==> src/rtl/ps2_char_receiver_pkg.sv <==
`default_nettype none
// ============================================================================
// Module   : ps2_char_receiver_pkg
// Purpose  : Shared constants, FSM encoding and parity helper for the PS/2
//            character receiver.
// Revision : 1.0 - initial release
// ============================================================================
package ps2_char_receiver_pkg;

  localparam logic [7:0] PS2_BREAK = 8'hF0;
  localparam logic [7:0] PS2_EXT   = 8'hE0;

  localparam int DEFAULT_FILTER_LEN     = 8;
  localparam int DEFAULT_TIMEOUT_CYCLES = 25000;

  typedef enum logic [1:0] {
    IDLE   = 2'd0,
    DATA   = 2'd1,
    PARITY = 2'd2,
    STOP   = 2'd3
  } ps2_state_t;

  // PS/2 uses odd parity over the eight data bits plus the parity bit.
  function automatic logic odd_parity_ok(input logic [7:0] data_byte, input logic parity_bit);
    return ^{data_byte, parity_bit};
  endfunction

endpackage
`default_nettype wire

==> src/rtl/ps2_char_receiver_if.sv <==
`default_nettype none
// ============================================================================
// Module   : ps2_char_receiver_if
// Purpose  : Keyboard line inputs and decoded character outputs of the
//            receiver, grouped for connection to the display controller.
// Revision : 1.0 - initial release
// ============================================================================
interface ps2_char_receiver_if;

  logic       ps2_clk;
  logic       ps2_data;
  logic [7:0] character;
  logic       check;
  logic       frame_err;

  modport master (
    input  ps2_clk,
    input  ps2_data,
    output character,
    output check,
    output frame_err
  );

  modport slave (
    output ps2_clk,
    output ps2_data,
    input  character,
    input  check,
    input  frame_err
  );

endinterface
`default_nettype wire

==> src/rtl/ps2_char_receiver_clk_filter.sv <==
`default_nettype none
// ============================================================================
// Module   : ps2_clk_filter
// Purpose  : Synchronises the raw PS/2 lines, debounces the clock with a
//            FILTER_LEN-deep history and emits a one-cycle fall event.
// Revision : 1.0 - initial release
// ============================================================================
module ps2_clk_filter
  import ps2_char_receiver_pkg::*;
#(
  parameter int FILTER_LEN = DEFAULT_FILTER_LEN
) (
  input  wire logic Pixelclock,
  input  wire logic reset,
  input  wire logic i_ps2_clk,
  input  wire logic i_ps2_data,
  output logic      o_fall,
  output logic      o_data
);

  logic [1:0]            r_clk_sync;
  logic [1:0]            r_data_sync;
  logic [FILTER_LEN-1:0] r_hist;
  logic                  r_filt;
  logic                  r_fall;

  always_ff @(posedge Pixelclock or posedge reset) begin
    if (reset) begin
      r_clk_sync  <= 2'b11;
      r_data_sync <= 2'b11;
      r_hist      <= '1;
      r_filt      <= 1'b1;
      r_fall      <= 1'b0;
    end else begin
      r_clk_sync  <= {r_clk_sync[0], i_ps2_clk};
      r_data_sync <= {r_data_sync[0], i_ps2_data};
      r_hist      <= {r_hist[FILTER_LEN-2:0], r_clk_sync[1]};
      r_fall      <= 1'b0;
      // The filtered level only moves on a unanimous history; mixed holds.
      if (r_hist == '0) begin
        r_filt <= 1'b0;
        r_fall <= r_filt;
      end else if (&r_hist) begin
        r_filt <= 1'b1;
      end
    end
  end

  assign o_fall = r_fall;
  assign o_data = r_data_sync[1];

endmodule
`default_nettype wire

==> src/rtl/ps2_char_receiver.sv <==
`default_nettype none
// ============================================================================
// Module   : ps2_char_receiver
// Purpose  : Deframes PS/2 keyboard frames, strips F0/E0 prefixes and presents
//            each key press as a make code with a one-cycle check strobe.
//            Optional macro PS2_TIMEOUT_EN abandons stalled partial frames.
// Revision : 1.0 - initial release
// ============================================================================
module ps2_char_receiver
  import ps2_char_receiver_pkg::*;
#(
  parameter int FILTER_LEN     = DEFAULT_FILTER_LEN,
  parameter int TIMEOUT_CYCLES = DEFAULT_TIMEOUT_CYCLES
) (
  input  wire logic           Pixelclock,
  input  wire logic           reset,
  ps2_char_receiver_if.master bus
);

  if (FILTER_LEN < 2 || FILTER_LEN > 16) begin : g_bad_filter_len
    $error("FILTER_LEN must be within 2..16");
  end
  if (TIMEOUT_CYCLES < 1) begin : g_bad_timeout
    $error("TIMEOUT_CYCLES must be at least 1");
  end

  logic       w_fall;
  logic       w_data;
  logic       w_timeout;

  ps2_state_t r_state;
  logic [2:0] r_bit_cnt;
  logic [7:0] r_shift;
  logic       r_parity;
  logic       r_byte_valid;
  logic       r_frame_err;
  logic [7:0] r_character;
  logic       r_check;
  logic       r_break_pending;
  logic       r_ext_pending;

  ps2_clk_filter #(
    .FILTER_LEN (FILTER_LEN)
  ) u_clk_filter (
    .Pixelclock (Pixelclock),
    .reset      (reset),
    .i_ps2_clk  (bus.ps2_clk),
    .i_ps2_data (bus.ps2_data),
    .o_fall     (w_fall),
    .o_data     (w_data)
  );

`ifdef PS2_TIMEOUT_EN
  localparam int               c_tmo_w   = $clog2(TIMEOUT_CYCLES + 1);
  localparam logic [c_tmo_w-1:0] c_tmo_max = c_tmo_w'(TIMEOUT_CYCLES);

  logic [c_tmo_w-1:0] r_tmo_cnt;

  always_ff @(posedge Pixelclock or posedge reset) begin
    if (reset) begin
      r_tmo_cnt <= '0;
    end else if (w_fall || r_state == IDLE) begin
      r_tmo_cnt <= '0;
    end else if (r_tmo_cnt != c_tmo_max) begin
      r_tmo_cnt <= r_tmo_cnt + c_tmo_w'(1);
    end
  end

  assign w_timeout = (r_state != IDLE) && (r_tmo_cnt == c_tmo_max);
`else
  assign w_timeout = 1'b0;
`endif

  // Deframer: every transition is gated by a filtered falling edge.
  always_ff @(posedge Pixelclock or posedge reset) begin
    if (reset) begin
      r_state      <= IDLE;
      r_bit_cnt    <= 3'd0;
      r_shift      <= 8'h00;
      r_parity     <= 1'b0;
      r_byte_valid <= 1'b0;
      r_frame_err  <= 1'b0;
    end else begin
      r_byte_valid <= 1'b0;
      r_frame_err  <= 1'b0;
      if (w_fall) begin
        case (r_state)
          IDLE: begin
            if (!w_data) begin
              r_state   <= DATA;
              r_bit_cnt <= 3'd0;
            end
          end
          DATA: begin
            r_shift   <= {w_data, r_shift[7:1]};
            r_bit_cnt <= r_bit_cnt + 3'd1;
            if (r_bit_cnt == 3'd7) begin
              r_state <= PARITY;
            end
          end
          PARITY: begin
            r_parity <= w_data;
            r_state  <= STOP;
          end
          STOP: begin
            r_state <= IDLE;
            if (w_data && odd_parity_ok(r_shift, r_parity)) begin
              r_byte_valid <= 1'b1;
            end else begin
              r_frame_err <= 1'b1;
            end
          end
          default: r_state <= IDLE;
        endcase
      end else if (w_timeout) begin
        r_state     <= IDLE;
        r_frame_err <= 1'b1;
      end
    end
  end

  // r_shift stays stable for a whole bit period after STOP, so the decoder
  // reads it directly one cycle later.
  always_ff @(posedge Pixelclock or posedge reset) begin
    if (reset) begin
      r_character     <= 8'h00;
      r_check         <= 1'b0;
      r_break_pending <= 1'b0;
      r_ext_pending   <= 1'b0;
    end else begin
      r_check <= 1'b0;
      if (r_byte_valid) begin
        if (r_shift == PS2_BREAK) begin
          r_break_pending <= 1'b1;
        end else if (r_shift == PS2_EXT) begin
          r_ext_pending <= 1'b1;
        end else if (r_break_pending) begin
          r_break_pending <= 1'b0;
          r_ext_pending   <= 1'b0;
        end else begin
          r_character <= r_shift;
          r_check     <= 1'b1;
          if (r_ext_pending) begin
            r_ext_pending <= 1'b0;
          end
        end
      end
    end
  end

  assign bus.character = r_character;
  assign bus.check     = r_check;
  assign bus.frame_err = r_frame_err;

endmodule
`default_nettype wire
==> src/flat_wrapper.sv <==
// flat-port wrapper written by rule: the top's interface ports become plain ports
module ps2_char_receiver_flat import ps2_char_receiver_pkg::*;
#(
  parameter int FILTER_LEN     = DEFAULT_FILTER_LEN,
  parameter int TIMEOUT_CYCLES = DEFAULT_TIMEOUT_CYCLES
)
  (Pixelclock, reset, bus_ps2_clk, bus_ps2_data, bus_character, bus_check, bus_frame_err);
  ps2_char_receiver_if bus_i ();
  input  wire logic Pixelclock;
  input  wire logic reset;
  input wire logic [$bits(bus_i.ps2_clk)-1:0] bus_ps2_clk;
  input wire logic [$bits(bus_i.ps2_data)-1:0] bus_ps2_data;
  output wire logic [$bits(bus_i.character)-1:0] bus_character;
  output wire logic [$bits(bus_i.check)-1:0] bus_check;
  output wire logic [$bits(bus_i.frame_err)-1:0] bus_frame_err;
  assign bus_i.ps2_clk = bus_ps2_clk;
  assign bus_i.ps2_data = bus_ps2_data;
  assign bus_character = bus_i.character;
  assign bus_check = bus_i.check;
  assign bus_frame_err = bus_i.frame_err;
  ps2_char_receiver #(.FILTER_LEN(FILTER_LEN), .TIMEOUT_CYCLES(TIMEOUT_CYCLES)) u_core (.Pixelclock(Pixelclock), .reset(reset), .bus(bus_i));
endmodule
==> config.mk <==
export PLATFORM = sky130hd
export DESIGN_NAME = ps2_char_receiver_flat
export DESIGN_NICKNAME = d
export VERILOG_FILES = /design/src/rtl/ps2_char_receiver_pkg.sv /design/src/rtl/ps2_char_receiver_if.sv /design/src/rtl/ps2_char_receiver_clk_filter.sv /design/src/rtl/ps2_char_receiver.sv /design/src/flat_wrapper.sv
export SDC_FILE = /design/constraint.sdc
export NUM_CORES = 1
export LEC_CHECK = 0
export CAP_MARGIN = 20
export CORE_MARGIN = 5
export CORE_UTILIZATION = 60
export CTS_CLUSTER_DIAMETER = 30
export DETAILED_ROUTE_END_ITERATION = 12
export PLACE_DENSITY = 0.79
export RECOVER_POWER = 50
export SYNTH_ARGS = -nofsm -noshare
export SYNTH_HDL_FRONTEND = slang
export SYNTH_SLANG_ARGS = --single-unit
==> constraint.sdc <==
create_clock -name Pixelclock -period 3.6 [get_ports Pixelclock]
set_input_delay 0.36 -clock Pixelclock [delete_from_list [all_inputs] [get_ports Pixelclock]]
set_output_delay 0.36 -clock Pixelclock [all_outputs]
set_load 0.01 [all_outputs]
==> results of run 1 <==
==> through the flow <==
stage	setup WS, ns	cells	power, uW	utilization [%]
2_1_floorplan	2.06	121	487	-
3_3_place_gp	2.06	163	494	70.9
3_5_place_dp	1.97	163	495	70.9
4_1_cts	1.94	171	776	74.0
5_1_grt	1.82	171	797	74.0
6_report	1.96	171	765	74.0
==> final cells by class <==
class                   count  area [um^2]  area share [%]
inverters                   6         22.5            1.21
clock buffers               6         41.3            2.21
repair buffers             14          138            7.38
flip-flops and latches     40         1020            54.5
clock inverters             2         35.0            1.88
multi-input cells          73          574            30.8
well taps                  30         37.5            2.01
==> worst min path at each step <==
stage                                                     to  cells past startpoint                               start
after floorplan            u_core.u_clk_filter.r_clk_sync[1]                      0   u_core.u_clk_filter.r_clk_sync[0]
after global placement         u_core.u_clk_filter.r_hist[0]                      0   u_core.u_clk_filter.r_clk_sync[1]
after detailed placement       u_core.u_clk_filter.r_hist[0]                      0   u_core.u_clk_filter.r_clk_sync[1]
after CTS                  u_core.u_clk_filter.r_clk_sync[0]                      2                               reset
after global routing      u_core.u_clk_filter.r_data_sync[1]                      0  u_core.u_clk_filter.r_data_sync[0]
final                          u_core.u_clk_filter.r_hist[0]                      0   u_core.u_clk_filter.r_clk_sync[1]
==> routing by layer <==
layer | GRT usage, % | up-vias | part of all wire [%]
met3 | 6.82 | 4 | 5.3
met4 | 3.64 | 0 | 1.0
met5 | 0 | - | 0
met2 | 24.9 | 21 | 50
li1 | - | 457 | -
met1 | 19.3 | 475 | 44
==> placed cells by master (no fill, tap or decap), drive strengths merged, types with 2 or more instances in the layout <==
cell type      count
nor2               3
a22oi              2
nor2b              3
a31oi              2
mux2              15
inv                6
clkdlybuf4s50     10
ha                 6
nand4              3
o21ai              6
xnor2              2
dfstp             13
clkbuf             6
xnor3              2
a21oi              4
dfrtp             27
nand2             10
dlygate4sd3        3
nand3              2
nor4               3
==> power breakdown <==
| group | total (uW) | leakage (uW) | switching [uW] | internal (uW) |
|---|---|---|---|---|
| sequential | 468 | 0.000510 | 5.41 | 462 |
| clock | 281 | 0.0000422 | 135 | 146 |
| combinational | 16.8 | 0.000335 | 11.6 | 5.22 |
==> kinds of logic after synthesis <==
kind of cell | after synthesis
flops | 40
simple gates | 30
compound gates | 16
mux | 16
buf+inv | 8
fa+ha+maj | 6
xor+xnor | 5
==> sequential cells by signal (all words and copies together) (netlist names), 2 cells and up <==
signal                           flops
u_core.r_state                       2
u_core.r_shift                       8
u_core.u_clk_filter.r_hist           8
u_core.r_bit_cnt                     3
u_core.u_clk_filter.r_clk_sync       2
u_core.u_clk_filter.r_data_sync      2
u_core.bus.character                 8
==> worst max-delay path: cells and delay by family, from the launching register on <==
kind                     cells  cell delay [ns]
flip-flops                   1             0.42
adder cells (fa/ha/maj)      1             0.29
AO/OA/AOI/OAI                2             0.20
AND/OR/NAND/NOR              2             0.57
buffers and inverters        1             0.09
==> metrics.md, run 1 <==
| Metric | Value |
|---|---|
| Min Clock Period, post-route | 1.64 ns |
| DR vias/cell | 5.60 |
| Clk_skew | 0.00473 ns |
| Setup violations, final | 0 |
| Yosys Warn Count | 0 |
| Synth Instances | 121 |
| Post-synthesis sequential area ratio | 62.7% |
| TritonCTS Buffers | 5 |
| Fraction of the mapped netlist area in simple logic gates | 9.56% |
| Pwr per Cell Area | 410 nW/um^2 |
| Main flop type after synthesis | dfrtp_1 |
| CP Launch Point | u_core.r_state[1] |
| Async SR Flop Fraction | 100% |
| Synth Net Count | 131 |
| Post-synth EDFFs | 0 |
| Wire length per cell | 14.7 um |
| Largest area contributor in the netlist | dfrtp_1 |
| Tcrit/Tclk final | 45.5% |
| Clock Pin Slew Worst Setup and Hold Paths | 0.11 ns |
| CTS tree | done |
| Largest net degree at the start of global routing | 40 |
| R2R depth | 6 |
| Syn-to-layout area delta | 15.0% |
| DP HPWL | 1790 um |
| CTS Buffer Depth | 2 |
| Cell variety after synth | 31 |
| CP endpoint kind | register |
| Post-CTS Setup Bufs | 0 |
| Mapped Area | 1620 um^2 |
| Worst reg-to-reg setup slack | 1.96 ns |
| FF-to-FF Start | u_core.r_state[1] |
| Inserted Diodes | 0 |
| Post-detailed-route count of antenna-violating nets | 0 |
| VDD IR max | 0.000505 V |
| R2r endpoint | u_core.r_bit_cnt[1] |
| Leakage | 0.000887 uW |
| Gr usage total | 15.5% |
| Starting Density | 64.3% |
| Max Fanout on Critical Path | 11 |
| Yosys reg bits | 40 |
| Clock Latency Late Sink | 0.34 ns |
| Compound-cell area share of the yosys netlist | 5.78% |
| Slew @ Worst Pin | 0.469 ns |
| Avg Inst Size Synth | 13.4 um^2 |
| Synth top area cells | dfrtp_1 (42%), dfstp_2 (21%), mux2_2 (9.7%) |
| CP Capture Point | u_core.r_bit_cnt[1] |
| Boundary Pins | 14 |
| Die X | 62.0 um |
| DRC errors left | 0 |
| Setup crit start kind | register |
| 1st-iter DRT viols | 20 |
| Fmax achieved | 610 MHz |
| Clock root buffer | clkbuf_4 |
| Placed Area | 1790 um^2 |
| Status | complete, no violations |
| Critical Path AT | 1.89 ns |
| Die Y | 62.0 um |
| Largest family of logic cells by synthesized area | multiplexers |
| Final instance area | 1870 um^2 |
| Synth Area in Adders | 4.63% |
| Crit path largest cell delay | 0.42 ns |
| Share of layout cells above drive strength 1 | 20.6% |
| Final TNS setup | 0 ns |
| CTS sink cnt | 40 |
| Crit-path slowest cell | dfrtp_1 |
| Yosys top cell area share | 41.6% |
| # H-tree levels | 2 |
| Post-cts repair resize count | 0 |
| Global-route wire length before repair | 4220 um |
| Grt total ovfl | 0 |
| Rows | 18 |
| Number of fill cells | 166 |
| Nets | 150 |
| Mux cell area share after synthesis | 11.0% |
| Crit Path Category | register to register |
| RSZ-0062 raised after global routing | no |
| CP required | 3.85 ns |
| Port Buffers | 13 |
| Final Hold Violating Endpoints | 0 |
| Placer congestion estimate | 0.749 |
| Die footprint | 3840 um^2 |
| Slew margin rel. | 68.8% |
| Max cap viols | 0 |
| Most common cell in the netlist | dfrtp_1 |
| Core area | 2520 um^2 |
| Vias in the first global route | 967 |
| Most common library cells after synthesis | dfrtp_1 (27), mux2_2 (14), dfstp_2 (13) |
| Worst min path class | register to register |
| Post-Synth XOR/XNOR Area | 4.39% |
| Slew Limit Fails | 0 |
| Crit-path cells | inv_1 > ha_1 > nand2_1 > nor2_1 > a22oi_1 > o21ai_0 |
| Initial antenna violation count | 0 |
| Vias | 957 |
| Post-Route WL | 2510 um |
| Worst hold margin | 0.367 ns |
| CTS Hold Bufs | 0 |
| Drt pass-1 iters | 4 |
Note: power is estimated with default switching activity, not from simulation.
==> run 2, diff against run 1 <==
--- a/config.mk
+++ b/config.mk
@@ -7,10 +7,10 @@
 export LEC_CHECK = 0
 export CAP_MARGIN = 20
 export CORE_MARGIN = 5
-export CORE_UTILIZATION = 60
+export CORE_UTILIZATION = 50
 export CTS_CLUSTER_DIAMETER = 30
 export DETAILED_ROUTE_END_ITERATION = 12
-export PLACE_DENSITY = 0.79
+export PLACE_DENSITY = 0.7
 export RECOVER_POWER = 50
 export SYNTH_ARGS = -nofsm -noshare
 export SYNTH_HDL_FRONTEND = slang
==> constraint.sdc (replaced) <==
create_clock -name Pixelclock -period 1.4 [get_ports Pixelclock]
set_input_delay 0.14 -clock Pixelclock [delete_from_list [all_inputs] [get_ports Pixelclock]]
set_output_delay 0.14 -clock Pixelclock [all_outputs]
set_load 0.01 [all_outputs]
==> run 2 against run 1 <==
The run now ends with setup timing left. Critical path depth decreased by 1. Core utilization decreased by 3.2 points. Sequential share of layout area decreased by 7.8 points. Maximum frequency increased by 8.6%. Non-clock buffer count increased by 22. Die area increased by 17%. Critical endpoint is now u_core.bus.character[1]. Largest power group unchanged.
==> metrics.md, run 2 (same netlist as run 1, synthesis figures left out) <==
| Metric | Value |
|---|---|
| Tcrit/Tclk final | 108% (+62 points) |
| DRC errors left | 0 (unchanged) |
| Slew margin rel. | 37.1% (-32 points) |
| Nets | 173 (+15%) |
| Slew Limit Fails | 0 (unchanged) |
| Setup crit start kind | register |
| DP Worst Slack | -0.220 ns (-2.19 ns) |
| Setup WS post-layout | -0.109 ns (-2.07 ns) |
| Slew @ Worst Pin | 0.943 ns (+0.475 ns) |
| Clk_skew | 0.0126 ns (+0.00782 ns) |
| Failing checks | setup timing |
| Fmax achieved | 663 MHz (+8.6%) |
| Switch share | 21.8% (+1.8 points) |
| Clock root buffer | clkbuf_4 |
| # H-tree levels | 2 (unchanged) |
| DR vias/cell | 5.14 (-8.2%) |
| Pwr per Cell Area | 933 nW/um^2 (+130%) |
| 1st-iter DRT viols | 26 (+30%) |
| Final TNS setup | -0.799 ns (-0.799 ns) |
| Finished Layout Cells | 208 (+22%) |
| Vias in the first global route | 1169 (+21%) |
| Setup violations, final | 9 (+9) |
| Initial antenna violation count | 0 (unchanged) |
| Crit Path Category | register to register |
| Finished Core Util | 70.7% (-3.2 points) |
| CP endpoint kind | register |
| Boundary Pins | 14 (unchanged) |
| CTS Buffer Depth | 2 (unchanged) |
| Leakage | 0.00111 uW (+25%) |
| Largest net degree at the start of global routing | 41 (+2.5%) |
| Inserted Diodes | 0 (unchanged) |
| CP required | 1.65 ns (-2.20 ns) |
| Most frequent cells in the layout | dfrtp_1 (27), buf_4 (19), dfstp_2 (13) |
| Min Clock Period, post-route | 1.51 ns (-0.130 ns) |
| Critical Path AT | 1.76 ns (-0.13 ns) |
| Final Hold Violating Endpoints | 0 (unchanged) |
| Comb pwr share | 2.3% (about the same) |
| Core area | 3080 um^2 (+22%) |
| Worst reg-to-reg setup slack | -0.11 ns (-2.07 ns) |
| Status | finished, violations left |
| Share of layout cells above drive strength 1 | 45.1% (+25 points) |
| Placed Cells | 192 (+18%) |
| Clk pwr share | 38.3% (+1.6 points) |
| Max Fanout on Critical Path | 5 (-6) |
| Max cap viols | 0 (unchanged) |
| Gr usage total | 16.9% (+1.4 points) |
| Commonest non-fill, non-tap cell in the layout | dfrtp_1 |
| CTS tree | done |
| Number of fill cells | 230 (+39%) |
| Die footprint | 4480 um^2 (+17%) |
| Clock Pin Slew Worst Setup and Hold Paths | 0.12 ns (about the same) |
| DP HPWL | 1940 um (+8.4%) |
| Rows | 20 (+2) |
| RSZ-0062 raised after global routing | yes |
| Seq pwr share | 59.4% (-1.7 points) |
| Grt total ovfl | 0 (unchanged) |
| Worst min path class | primary input to register |
| Syn-to-layout area delta | 34.2% |
| TritonCTS Buffers | 5 (unchanged) |
| Clock Latency Late Sink | 0.36 ns (+0.02 ns) |
| Die Y | 67.0 um (+8.0%) |
| Port Buffers | 13 (unchanged) |
| Drt pass-1 iters | 3 (-1) |
| Starting Density | 52.7% (-12 points) |
| Die X | 67.0 um (+8.0%) |
| Post-Route WL | 3060 um (+22%) |
| Wire length per cell | 14.7 um (+0.13%) |
| Total Power | 2030 uW (+170%) |
| Int Pwr | 1590 uW (+160%) |
| Vias | 1069 (+12%) |
| VDD IR max | 0.000742 V (+47%) |
| Placer congestion estimate | 0.728 (-2.8%) |
| CTS sink cnt | 40 (unchanged) |
| Post-detailed-route count of antenna-violating nets | 0 (unchanged) |
| Sw power | 442 uW (+190%) |
| Global-route wire length before repair | 5420 um (+28%) |
run 2: layout make-up:
type,instances,area [um^2],share of cell area (%)
multi-input cells,74,692,31.8
flip-flops and latches,40,1020,46.7
inverters,6,22.5,1.03
repair buffers,36,307,14.1
clock inverters,3,46.3,2.13
well taps,44,55.1,2.53
clock buffers,5,37.5,1.72
run 2: power by group through the flow:
stage	logic, uW	clock network [uW]	registers, uW
after floorplan	28.7	0	1220
after detailed placement	52.3	0	1230
after CTS	53.6	807	1210
final	45.9	778	1210
after global routing	54.0	854	1210
after global placement	51.8	0	1220
run 2: per-stage QoR:
step | cell area, um^2 | hold slack [ns]
6_report | 2180 | 0.323
5_1_grt | 2180 | 0.298
4_1_cts | 2130 | 0.108
3_5_place_dp | 1940 | 0.348
3_3_place_gp | 1940 | 0.347
2_1_floorplan | 1630 | 0.144
run 2: metal layers:
metal	vias to the layer above	GRT usage, %	routed length (um)
li1	510	-	-
met3	8	4.05	95
met4	0	9.11	71
met5	-	0	0
met2	16	30.1	1670
met1	535	18.2	1230
run 2: final timing paths:
check	from	endpoint	cells after the start
worst max-delay path	u_core.r_shift[1]	u_core.bus.character[1]	5
worst min-delay path	bus_ps2_clk	u_core.u_clk_filter.r_clk_sync[0]	1
worst max register to register	u_core.r_shift[1]	u_core.bus.character[1]	5
worst min register to register	u_core.u_clk_filter.r_data_sync[0]	u_core.u_clk_filter.r_data_sync[1]	0
max in group asynchronous	reset	u_core.bus.character[1]	3
min in group asynchronous	reset	u_core.r_state[0]	3
run 2: critical path, stage by stage (launching register included):
cell and delay, ns:
dfrtp_1 0.44, nor4_2 0.28, nand4_1 0.13, buf_6 0.16, nand2_8 0.09, mux2_4 0.30
run 2: what timing repair did:
item,CTS,global route
gates cloned,1,0
pin swaps,7,3
hold buffers,0,0
setup endpoints to repair,18,25
buffers inserted,5,2
gates resized for setup,23,15
